[config.mk]
export PLATFORM = sky130hd
export DESIGN_NAME = counter_write_arbiter
export DESIGN_NICKNAME = d
export VERILOG_FILES = /design/src/rtl/counter_arb_pkg.sv /design/src/rtl/counter_write_arbiter_rr_pick2.sv /design/src/rtl/counter_write_arbiter.sv
export SDC_FILE = /design/constraint.sdc
export NUM_CORES = 1
export LEC_CHECK = 0
export ABC_AREA = 1
export BUFFER_PORTS_ARGS = -buffer_cell sky130_fd_sc_hd__buf_2
export CAP_MARGIN = 10
export CORE_MARGIN = 2
export CORE_UTILIZATION = 44
export DETAILED_ROUTE_END_ITERATION = 10
export PLACE_DENSITY = 0.74
export SYNTH_ARGS = -nofsm -noshare
export SYNTH_HDL_FRONTEND = slang
export SYNTH_HIERARCHICAL = 1
export SYNTH_SLANG_ARGS = --single-unit
[constraint.sdc]
create_clock -name clk -period 1.3 [get_ports clk]
set_input_delay 0.26 -clock clk [delete_from_list [all_inputs] [get_ports clk]]
set_output_delay 0.26 -clock clk [all_outputs]
set_load 0.01 [all_outputs]
[src/rtl/counter_arb_pkg.sv]
// Shared definitions for the counter write arbiter: state codes, requester ids, default width.
// Pure declarations; no logic or latency of its own.
// State codes are plain localparams so the FSM encoding stays legacy-compatible.
package counter_arb_pkg;

  localparam int DEF_WIDTH = 8;

  // FSM state codes
  localparam logic [1:0] IDLE = 2'd0;
  localparam logic [1:0] GNT1 = 2'd1;
  localparam logic [1:0] GNT2 = 2'd2;

  // Requester ids; ID_NONE doubles as "no owner" and "no grant"
  localparam logic [1:0] ID_NONE = 2'd0;
  localparam logic [1:0] REQ1    = 2'd1;
  localparam logic [1:0] REQ2    = 2'd2;

endpackage

[src/rtl/counter_write_arbiter_rr_pick2.sv]
// Combinational 2-way round-robin pick with an optional owner restriction.
// Zero latency: grant follows req/last/owner in the same cycle.
// No backpressure; an owner restricts the grant to itself while the other requester waits.
module rr_pick2
  import counter_arb_pkg::*;
(
  input  logic       req1,
  input  logic       req2,
  input  logic [1:0] last,
  input  logic [1:0] owner,
  output logic [1:0] grant
);

  // Owner (if any) is the only candidate; otherwise a tie goes to whoever was not served last
  always_comb begin
    grant = ID_NONE;
    if (owner == REQ1) begin
      if (req1) grant = REQ1;
    end else if (owner == REQ2) begin
      if (req2) grant = REQ2;
    end else if (req1 && req2) begin
      grant = (last == REQ1) ? REQ2 : REQ1;
    end else if (req1) begin
      grant = REQ1;
    end else if (req2) begin
      grant = REQ2;
    end
  end

endmodule

[src/rtl/counter_write_arbiter.sv]
// Round-robin write arbiter in front of the two-port shared counter; optional lock via ARB_LOCK_EN.
// Latency: request sampled at edge N -> cnt_wr/ack asserted for exactly the cycle after edge N.
// Backpressure: requesters hold req/data until ack; at most one write per 2 cycles, never both ports.
module counter_write_arbiter
  import counter_arb_pkg::*;
#(
  parameter int WIDTH    = DEF_WIDTH
`ifdef ARB_LOCK_EN
  ,
  parameter int MAX_HOLD = 4
`endif
) (
  input  logic             clk,
  input  logic             rst,
  input  logic             req1,
  input  logic [WIDTH-1:0] wrdata1,
  output logic             ack1,
  input  logic             req2,
  input  logic [WIDTH-1:0] wrdata2,
  output logic             ack2,
`ifdef ARB_LOCK_EN
  input  logic             lock1,
  input  logic             lock2,
`endif
  output logic             cnt_wr1,
  output logic [WIDTH-1:0] cnt_wrdata1,
  output logic             cnt_wr2,
  output logic [WIDTH-1:0] cnt_wrdata2,
  output logic             busy
);

  logic [1:0]       state_q, state_d;
  logic [1:0]       last_q, last_d;
  logic [WIDTH-1:0] data1_q, data1_d;
  logic [WIDTH-1:0] data2_q, data2_d;
  logic [1:0]       pick;
  logic [1:0]       owner_mask;

`ifdef ARB_LOCK_EN
  localparam int HW = (MAX_HOLD < 2) ? 1 : $clog2(MAX_HOLD + 1);
  // Grants counted before this one; at HOLD_LAST the next locked grant is the final one
  localparam logic [HW-1:0] HOLD_LAST = HW'(MAX_HOLD - 1);

  logic [1:0]    owner_q, owner_d;
  logic [HW-1:0] hold_q, hold_d;

  assign owner_mask = owner_q;
`else
  assign owner_mask = ID_NONE;
`endif

  rr_pick2 u_pick (
    .req1  (req1),
    .req2  (req2),
    .last  (last_q),
    .owner (owner_mask),
    .grant (pick)
  );

  // Next-state: IDLE picks a winner and captures its data, a grant lasts one cycle
  always_comb begin
    state_d = state_q;
    last_d  = last_q;
    data1_d = data1_q;
    data2_d = data2_q;
`ifdef ARB_LOCK_EN
    owner_d = owner_q;
    hold_d  = hold_q;
`endif
    case (state_q)
      IDLE: begin
        if (pick == REQ1) begin
          state_d = GNT1;
          data1_d = wrdata1;
        end else if (pick == REQ2) begin
          state_d = GNT2;
          data2_d = wrdata2;
        end
`ifdef ARB_LOCK_EN
        // An owner that no longer requests nor locks gives up arbitration
        if ((owner_q == REQ1 && !req1 && !lock1) ||
            (owner_q == REQ2 && !req2 && !lock2)) begin
          owner_d = ID_NONE;
          hold_d  = '0;
        end
`endif
      end
      GNT1: begin
        state_d = IDLE;
        last_d  = REQ1;
`ifdef ARB_LOCK_EN
        if (lock1 && hold_q < HOLD_LAST) begin
          owner_d = REQ1;
          hold_d  = hold_q + 1'b1;
          last_d  = last_q;
        end else begin
          owner_d = ID_NONE;
          hold_d  = '0;
        end
`endif
      end
      GNT2: begin
        state_d = IDLE;
        last_d  = REQ2;
`ifdef ARB_LOCK_EN
        if (lock2 && hold_q < HOLD_LAST) begin
          owner_d = REQ2;
          hold_d  = hold_q + 1'b1;
          last_d  = last_q;
        end else begin
          owner_d = ID_NONE;
          hold_d  = '0;
        end
`endif
      end
      default: state_d = IDLE;
    endcase
  end

  // State registers; last resets to REQ2 so requester 1 wins the first tie
  always_ff @(posedge clk or posedge rst) begin
    if (rst) begin
      state_q <= IDLE;
      last_q  <= REQ2;
      data1_q <= '0;
      data2_q <= '0;
`ifdef ARB_LOCK_EN
      owner_q <= ID_NONE;
      hold_q  <= '0;
`endif
    end else begin
      state_q <= state_d;
      last_q  <= last_d;
      data1_q <= data1_d;
      data2_q <= data2_d;
`ifdef ARB_LOCK_EN
      owner_q <= owner_d;
      hold_q  <= hold_d;
`endif
    end
  end

  // Outputs decode the state only, so reset clears them immediately
  assign cnt_wr1     = (state_q == GNT1);
  assign cnt_wr2     = (state_q == GNT2);
  assign ack1        = cnt_wr1;
  assign ack2        = cnt_wr2;
  assign cnt_wrdata1 = cnt_wr1 ? data1_q : '0;
  assign cnt_wrdata2 = cnt_wr2 ? data2_q : '0;
  assign busy        = (state_q != IDLE);

endmodule

==> results of run 1 <==
==> synth_stat cells, drive strengths merged <==
| library cell | n |
|---|---|
| buf | 8 |
| a21boi | 1 |
| inv | 28 |
| nand2 | 60 |
| dfstp | 1 |
| conb | 1 |
| dfrtp | 19 |
| o21ai | 2 |
| nand3 | 23 |
| ha | 8 |
==> routing by layer <==
| metal | GRT usage (%) | vias to the layer above | part of all wire, % |
|---|---|---|---|
| li1 | - | 579 | - |
| met1 | 25.2 | 595 | 38 |
| met2 | 43.8 | 43 | 56 |
| met3 | 2.42 | 12 | 3.3 |
| met4 | 6.10 | 0 | 2.5 |
| met5 | 0 | - | 0 |
==> through the flow <==
| step | power (mW) | setup TNS [ns] |
|---|---|---|
| CTS | 3.71 | -6.51 |
| floorplan | 2.10 | -0.440 |
| global placement | 2.61 | -0.745 |
| global route | 4.64 | -10.53 |
| detailed placement | 2.68 | -1.25 |
| finish | 4.38 | -8.93 |
==> logic make-up after synthesis <==
logic type                 synth area share [%]
and+or+nand+nor                            30.9
buffers and inverters                      14.6
DFF                                        43.6
adders and majority gates                  8.71
AOI/OAI and AO/OA                          1.85
other                                     0.326
==> state kept, by name (all words and copies together) (netlist names) <==
| signal | cells |
|---|---|
| last_q | 2 |
| data2_q | 8 |
| data1_q | 8 |
| state_q | 2 |
==> cell type report <==
type,instances,area (sq um)
Inverter,28,108
Fill cell,117,407
Multi-Input combinational cell,99,778
Sequential cell,20,503
Tap cell,30,37.5
Timing Repair Buffer,68,608
Clock buffer,4,36.3
==> worst register-to-register path: stages (launching register included) <==
cell and delay, ns:
dfstp_2 0.55, inv_2 0.04, nand3_2 0.07, nand3_2 0.11, nand2_4 0.10, buf_12 0.10
ha_4 0.18, buf_12 0.14, nand3_2 0.06, nand2_1 0.07
==> placed cells by master, fill, tap and decap left out, types with 2 or more instances in the layout <==
cell	count
nand2_4	3
nand2_8	2
inv_2	16
nand3_2	18
buf_4	11
ha_4	7
nand2_2	16
nand2_1	39
conb_1	5
buf_12	4
clkbuf_4	3
inv_1	11
dfrtp_1	18
nand3_4	2
nand3_1	3
buf_6	28
buf_2	24
==> how the worst max path moves through the flow <==
stage | start | to | slack (ns) | cells after the start
2_1_floorplan | last_q[1] | state_q[1] | -0.05 | 9
3_3_place_gp | last_q[1] | state_q[1] | -0.08 | 9
3_5_place_dp | last_q[1] | state_q[1] | -0.11 | 9
4_1_cts | state_q[0] | cnt_wrdata2[4] | -0.30 | 6
5_1_grt | state_q[1] | cnt_wrdata1[5] | -0.41 | 5
6_report | state_q[0] | cnt_wrdata1[5] | -0.34 | 5
==> power groups by stage <==
stage	sequential (mW)	combinational [mW]	clock, mW
final	1.17	2.84	0.362
after global placement	1.08	1.53	0
after CTS	1.11	2.24	0.366
after global routing	1.20	3.04	0.397
after detailed placement	1.09	1.58	0
after floorplan	1.06	1.05	0
==> what timing repair did <==
| item | in CTS | in global routing |
|---|---|---|
| hold buffers | 1 | 0 |
| setup buffers | 10 | 5 |
| endpoints found under the setup margin | 39 | 40 |
| pin swaps | 26 | 25 |
| endpoints found under the hold margin | 19 | 0 |
| cloned | 1 | 0 |
| gates resized for setup | 47 | 52 |
==> impl_metrics.env, run 1 <==
export IMPL_hp_start="wrdata1[2]"
export IMPL_vias=1229
export IMPL_p_per_area_mw_per_mm2=2110
export IMPL_fin_crit_sh_pct=126
export IMPL_syn_instance_count=151
export IMPL_switching_share_pct=42.2
export IMPL_fp_dieArea_sq_mm=0.00304
export IMPL_first_global_vias=1061
export IMPL_cts_made_buffers=3
export IMPL_fin_cells=249
export IMPL_cts_sinks=20
export IMPL_dpl_worst_slack_ns=-0.113
export IMPL_path_delay_family="flip-flops"
export IMPL_design_area_sq_mm=0.00207
export IMPL_ys_seq_area_share_pct=43.6
export IMPL_dp_hpwl_mm=1.82
export IMPL_fin_crit_ns=1.64
export IMPL_p_leak_nw=1.12
export IMPL_final_util_pct=83.6
export IMPL_cts_buffer_depth=2
export IMPL_fp_dieH_um=55.1
export IMPL_grt_pass1_wl_mm=4.69
export IMPL_io_pins=41
export IMPL_drt_iter0_drc=30
export IMPL_ir_drop_uv=2010
export IMPL_intPower_mw=2.53
export IMPL_path_cells="buf_6, ha_4, nand2_1, inv_1, buf_6"
export IMPL_syn2layout_area_growth_pct=80.1
export IMPL_worst_slack_ns=-0.340
export IMPL_fmax_ghz=0.610
export IMPL_coreArea_sq_mm=0.00248
export IMPL_crit_path_start_kind="flop"
export IMPL_clk_pin_slew_ns=0.11
export IMPL_skew_ns=0.00347
export IMPL_clkPwrFrac_pct=8.3
export IMPL_synth_area_sq_mm=0.00115
export IMPL_ys_types=16
export IMPL_die_x_um=55.1
export IMPL_min_to="data1_q[2]"
export IMPL_power_switching_mw=1.85
export IMPL_htreeDepth=1
export IMPL_diodes=0
export IMPL_max_stage_delay_ns=0.44
export IMPL_final_max_slew_viol_count=0
export IMPL_syn_avg_cell_area_sq_um=7.61
export IMPL_worst_path_buf_inv=3
export IMPL_hold_slack_ns=0.184
export IMPL_synth_area_leaders="dfrtp_1 41%, nand2_1 19%, nand3_1 9.6%"
export IMPL_grt_ovfl_total=0
export IMPL_reg2reg_from="last_q[1]"
export IMPL_worstRegToRegCells=9
export IMPL_start_util_pct=46.4
export IMPL_setup_viol=39
export IMPL_hp_class="in2reg"
export IMPL_hold_viol_final=0
export IMPL_r2r_setup_slack_ns=-0.18
export IMPL_finalNetCount=248
export IMPL_post_dp_cell_area_sq_mm=0.00149
export IMPL_whs_path_depth=3
export IMPL_clk_latency_ns=0.30
export IMPL_slowest_stage="dfrtp_1"
export IMPL_violations="setup timing"
export IMPL_outcome="finished with violations"
export IMPL_synth_seq_cells=20
export IMPL_cts_tree="yes"
export IMPL_grt_max_degree=21
export IMPL_yosysTopAreaCellShare_pct=41.3
export IMPL_place_gp_congestion=0.703
export IMPL_rsz0062_at_grt="true"
export IMPL_rows=18
export IMPL_drc_errors=0
export IMPL_drive_above_1_share_pct=63.5
export IMPL_maxCapViolCount=0
export IMPL_numPortBuffers=40
export IMPL_grtUsageTotal_pct=22.4
export IMPL_seq_power_share_pct=26.8
export IMPL_crit_top_cell="buf_6"
export IMPL_rr_endpoint="data1_q[7]"
export IMPL_cp_end_kind="primary output"
export IMPL_via_per_inst=4.94
export IMPL_cp_arrival_ns=1.38
export IMPL_grt_antenna_before_repair=0
export IMPL_yosysTopAreaCell="dfrtp_1"
export IMPL_wl_per_cell_um=15.2
export IMPL_cts_root_buf="clkbuf_4"
export IMPL_ys_warn_count=6
export IMPL_cp_max_fo=8
export IMPL_combPwrFrac_pct=64.9
export IMPL_wl_mm=3.79
export IMPL_dr_pass1_iters=5
export IMPL_criticalPathCategory="reg2out"
export IMPL_dpl_cell_count=228
export IMPL_worstPathRequired_ns=1.04
export IMPL_drtAntennaViolNets=0
No activity file was read; power rests on OpenSTA's default activity.
==> run 2: changes to the inputs <==
- GPL_TIMING_DRIVEN: unset -> 0
- PLACE_DENSITY: 0.74 -> 0.75
==> run 2 against run 1 <==
  * The run still ends with setup timing left
  * Combinational power is essentially flat
  * Wire length grew 1.6%
  * Non-clock buffer count is the same
  * Critical path depth grew 1
  * Critical endpoint is now cnt_wrdata2[2]
  * Register-to-register slack lost 0.04 ns
  * Utilization shrank 1.5 points
  * Clock-buffer cell count shrank 1
  * Hold slack lost 0.12 ns
  * Critical path type unchanged
  * Cell count grew 0.40%
  * Largest power group unchanged
  * Sequential power grew 5%
  * First-iteration DRC count shrank 13%
  * Setup slack lost 0.016 ns
==> impl_metrics.env, run 2 (same netlist as run 1, synthesis figures left out) <==
export IMPL_outcome="finished with violations"
export IMPL_violations="setup timing"
export IMPL_htreeDepth=1
export IMPL_grt_antenna_before_repair=0
export IMPL_seqCellArea_sq_um=504
export IMPL_wl_per_cell_um=15.4
export IMPL_mostFrequentLayoutCell="nand2_2"
export IMPL_hold_viol_final=0
export IMPL_fin_crit_ns=1.66
export IMPL_fp_dieH_um=55.1
export IMPL_final_max_slew_viol_count=0
export IMPL_skew_ns=0.0133
export IMPL_worst_pin_slew_ns=0.768
export IMPL_diodes=0
export IMPL_cp_arrival_ns=1.40
export IMPL_cts_sinks=20
export IMPL_grt_ovfl_total=0
export IMPL_criticalPathCategory="reg2out"
export IMPL_cts_buffer_depth=2
export IMPL_die_x_um=55.1
export IMPL_rows=18
export IMPL_ir_drop_uv=1360
export IMPL_fp_dieArea_sq_mm=0.00304
export IMPL_final_cell_mix="34 x nand2_2, 28 x buf_2, 20 x nand2_1"
export IMPL_rsz0062_at_grt="true"
export IMPL_maxCapViolCount=0
export IMPL_io_pins=41
export IMPL_cts_tree="yes"
export IMPL_r2r_setup_slack_ns=-0.22
export IMPL_cp_end_kind="primary output"
export IMPL_worstPathRequired_ns=1.04
export IMPL_place_gp_congestion=0.708
export IMPL_max_slew_margin_pct=48.8
export IMPL_vias=1244
export IMPL_n_fill_cell=126
export IMPL_cts_root_buf="clkbuf_4"
export IMPL_worst_slack_ns=-0.356
export IMPL_fmax_ghz=0.604
export IMPL_grt_max_degree=21
export IMPL_dr_pass1_iters=5
export IMPL_hp_class="in2async"
export IMPL_drt_iter0_drc=26
export IMPL_p_per_area_mw_per_mm2=2250
export IMPL_syn2layout_area_growth_pct=76.9
export IMPL_cp_max_fo=4
export IMPL_p_leak_nw=1.13
export IMPL_multi_input_area_sq_um=783
export IMPL_numPortBuffers=40
export IMPL_reg_top3="data1_q (8), data2_q (8)"
export IMPL_grt_pass1_wl_mm=4.26
export IMPL_crit_path_start_kind="flop"
export IMPL_clk_latency_ns=0.30
export IMPL_setup_viol=39
export IMPL_dp_hpwl_mm=1.73
export IMPL_drive_above_1_share_pct=69.1
export IMPL_grtUsageTotal_pct=19.9
export IMPL_drc_errors=0
export IMPL_start_util_pct=46.4
export IMPL_dpl_worst_slack_ns=-0.141
export IMPL_coreArea_sq_mm=0.00248
export IMPL_via_per_inst=4.98
export IMPL_clk_pin_slew_ns=0.13
export IMPL_fin_crit_sh_pct=127
export IMPL_cts_made_buffers=3
export IMPL_finalNetCount=249
export IMPL_first_global_vias=916
export IMPL_wl_mm=3.85
export IMPL_hold_slack_ns=0.0676
export IMPL_drtAntennaViolNets=0
[run 2: timing repair]
| item | in CTS | in global routing |
|---|---|---|
| hold buffers | 0 | 0 |
| resized for setup | 34 | 71 |
| endpoints found under the hold margin | 0 | 0 |
| pin swaps | 8 | 29 |
| gates cloned | 0 | 2 |
| setup buffers | 11 | 12 |
| endpoints found under the setup margin | 39 | 40 |
[run 2: worst paths after layout]
| kind | end | cells after the start | startpoint |
|---|---|---|---|
| setup reg to reg | data1_q[6] | 10 | last_q[1] |
| hold / removal | data1_q[5] | 2 | rst |
| hold reg to reg | last_q[1] | 2 | last_q[1] |
| min in group clk | data2_q[7] | 3 | wrdata2[7] |
| max in group asynchronous | state_q[0] | 2 | rst |
| setup / recovery | cnt_wrdata2[2] | 6 | state_q[0] |
[run 2: worst max-delay path: stages (launching register included)]
cell and delay [ns]:
dfrtp_2 0.48, inv_4 0.11, ha_4 0.15, buf_6 0.12
nand2_2 0.05, inv_1 0.06, buf_2 0.13
[run 2: per-stage QoR]
stage                     power [mW]  instances  instance area (sq um)  utilization, %  TNS [ns]
after floorplan                 2.10        155                   1210               -    -0.440
after global placement          2.45        225                   1450            58.5     -2.66
after detailed placement        2.51        225                   1450            58.5     -3.34
after CTS                       3.47        238                   1690            68.4     -8.44
after global routing            4.84        250                   2030            82.1    -11.55
final                           4.58        250                   2030            82.1     -9.20
[run 2: final cells by class]
cell class | instances | area share, %
Clock buffer | 3 | 1.11
Sequential cell | 20 | 24.8
Inverter | 28 | 5.54
Buffer | 5 | 2.58
Timing Repair Buffer | 63 | 24.2
Tap cell | 30 | 1.85
Multi-Input combinational cell | 100 | 38.5
Clock inverter | 1 | 1.48
[run 2: routing by layer]
metal / part of all wire (%) / routed length (um) / GRT usage (%)
met5: 0 / 0 / 0
met4: 5.2 / 200 / 7.32
met3: 4.5 / 173 / 1.08
met2: 52 / 2000 / 35.1
met1: 38 / 1470 / 25.5
[run 2: where the power goes]
group | leakage [nW] | internal, mW | switching (mW)
combinational | 0.858 | 1.41 | 1.42
sequential | 0.245 | 0.923 | 0.312
clock | 0.0279 | 0.311 | 0.208
total | 1.13 | 2.64 | 1.94
==> run 3: changes to the inputs <==
- CORE_UTILIZATION: 44 -> 46
- CTS_BUF_LIST: unset -> sky130_fd_sc_hd__clkbuf_4
- PLACE_DENSITY: 0.75 -> 0.78
==> run 3 against run 2 <==
  * The run still ends with setup timing left
  * First-iteration DRC count rose by 88%
  * Die area fell by 4.0%
  * Wire length rose by 20%
  * Hold slack got worse by 0.0098 ns
  * Critical path depth did not move
  * Largest cell class unchanged
==> impl_metrics.env, run 3 (same netlist as run 1, synthesis figures left out) <==
export IMPL_skew_ns=0.0114
export IMPL_cp_end_kind="primary output"
export IMPL_final_max_slew_viol_count=0
export IMPL_p_per_area_mw_per_mm2=2220
export IMPL_first_global_vias=1075
export IMPL_drt_iter0_drc=49
export IMPL_route_met3_wl_um=222
export IMPL_intPower_mw=2.47
export IMPL_wl_met2_mm=2.40
export IMPL_hold_viol_final=0
export IMPL_coreArea_sq_mm=0.00243
export IMPL_switching_share_pct=44.9
export IMPL_cts_sinks=20
export IMPL_max_slew_margin_pct=48.1
export IMPL_path_cells="buf_6, ha_4, buf_6, nand2_2, inv_2, buf_6"
export IMPL_drtAntennaViolNets=0
export IMPL_drc_errors=0
export IMPL_crit_top_cell="buf_6"
export IMPL_fin_total_pwr_mw=4.48
export IMPL_finalNetCount=243
export IMPL_dp_hpwl_mm=1.83
export IMPL_io_pins=41
export IMPL_grt_antenna_before_repair=0
export IMPL_clk_latency_ns=0.33
export IMPL_cts_root_buf="clkbuf_4"
export IMPL_clkPwrFrac_pct=7.5
export IMPL_syn2layout_area_growth_pct=75.8
export IMPL_fp_dieH_um=54.0
export IMPL_cp_startpoint="state_q[1]"
export IMPL_critical_path_depth=6
export IMPL_slowest_stage="dfrtp_2"
export IMPL_worst_slack_ns=-0.411
export IMPL_maxCapViolCount=0
export IMPL_criticalPathCategory="reg2out"
export IMPL_power_switching_mw=2.01
export IMPL_rows=18
export IMPL_via_per_inst=5.34
export IMPL_dpl_worst_slack_ns=-0.182
export IMPL_cts_made_buffers=3
export IMPL_max_stage_delay_ns=0.48
export IMPL_ctsHoldBuffers=0
export IMPL_reg2reg_from="last_q[1]"
export IMPL_worstPathRequired_ns=1.04
export IMPL_crit_path_start_kind="flop"
export IMPL_worstRegToRegCells=10
export IMPL_die_x_um=54.0
export IMPL_mostFrequentLayoutCell="nand2_1"
export IMPL_r2r_setup_slack_ns=-0.23
export IMPL_setup_viol=40
export IMPL_worst_pin_slew_ns=0.778
export IMPL_vias=1302
export IMPL_p_leak_nw=1.09
export IMPL_fin_crit_sh_pct=132
export IMPL_grtUsageTotal_pct=23.9
export IMPL_reg_top3="data1_q (8), data2_q (8)"
export IMPL_cts_tree="yes"
export IMPL_start_util_pct=47.3
export IMPL_clk_pin_slew_ns=0.13
export IMPL_ir_drop_uv=1510
export IMPL_final_cell_mix="30 x nand2_1, 27 x nand2_2, 25 x buf_2"
export IMPL_post_dp_cell_area_sq_mm=0.00145
export IMPL_cts_buffer_depth=2
export IMPL_cp_max_fo=5
export IMPL_top_layer="met4"
export IMPL_violations="setup timing"
export IMPL_rsz0062_at_grt="true"
export IMPL_dr_pass1_iters=4
export IMPL_fp_dieArea_sq_mm=0.00292
export IMPL_grt_pass1_wl_mm=4.87
export IMPL_wl_mm=4.62
export IMPL_fin_crit_ns=1.71
export IMPL_place_gp_congestion=0.747
export IMPL_drive_above_1_share_pct=69.2
export IMPL_endpoint="cnt_wrdata2[2]"
export IMPL_grt_max_degree=21
export IMPL_cp_arrival_ns=1.45
export IMPL_tns_ns=-10.13
export IMPL_worst_path_buf_inv=4
export IMPL_htreeDepth=1
export IMPL_numPortBuffers=40
export IMPL_design_area_sq_mm=0.00202
export IMPL_combPwrFrac_pct=65.4
export IMPL_met1_length_mm=1.80
export IMPL_seq_power_share_pct=27.1
export IMPL_final_util_pct=83.1
export IMPL_grt_ovfl_total=0
export IMPL_outcome="finished with violations"
export IMPL_wl_per_cell_um=18.9
export IMPL_rr_endpoint="data1_q[2]"
export IMPL_hp_class="in2async"
export IMPL_diodes=0
export IMPL_path_delay_family="flip-flops"
export IMPL_fmax_ghz=0.584
## run 3: cell type report
class,count,area [sq um]
clock buffer,3,22.5
sequential,20,504
inverter,28,113
fill,116,410
multi-input combinational,100,793
tap,30,37.5
timing repair buffer,57,483
buffer,5,65.1
clock inverter,1,3.75
## run 3: per-stage QoR
stage               instances  hold WS (ns)
floorplan                 155         0.223
global placement          225         0.415
detailed placement        225         0.423
CTS                       240        0.0920
global route              244         0.147
finish                    244        0.0577
## run 3: worst min path at each step
stage,start,end,slack [ns],depth (start not counted)
2_1_floorplan,rst,data1_q[0],0.22,1
3_3_place_gp,rst,data1_q[2],0.41,2
3_5_place_dp,rst,data1_q[4],0.42,2
4_1_cts,rst,data1_q[4],0.09,2
5_1_grt,rst,data1_q[3],0.15,2
6_report,rst,data1_q[3],0.06,2
## run 3: repair_timing
item | 4_1_cts | 5_1_grt
pin swaps | 24 | 27
buffers inserted | 11 | 4
gates resized for setup | 44 | 67
cloned | 2 | 1
endpoints found under the setup margin | 39 | 39
## run 3: layer usage
metal / vias up / GRT usage [%]
li1: 570 / -
met1: 648 / 27.9
met2: 67 / 41.5
met3: 17 / 2.78
met4: 0 / 14.6
met5: - / 0
## run 3: power by group through the flow
stage / Sequential, mW / Clock (mW) / Combinational (mW)
2_1_floorplan: 1.06 / 0 / 1.05
3_3_place_gp: 1.08 / 0 / 1.36
6_report: 1.21 / 0.337 / 2.93
4_1_cts: 1.11 / 0.299 / 2.01
5_1_grt: 1.23 / 0.351 / 3.08
3_5_place_dp: 1.10 / 0 / 1.43
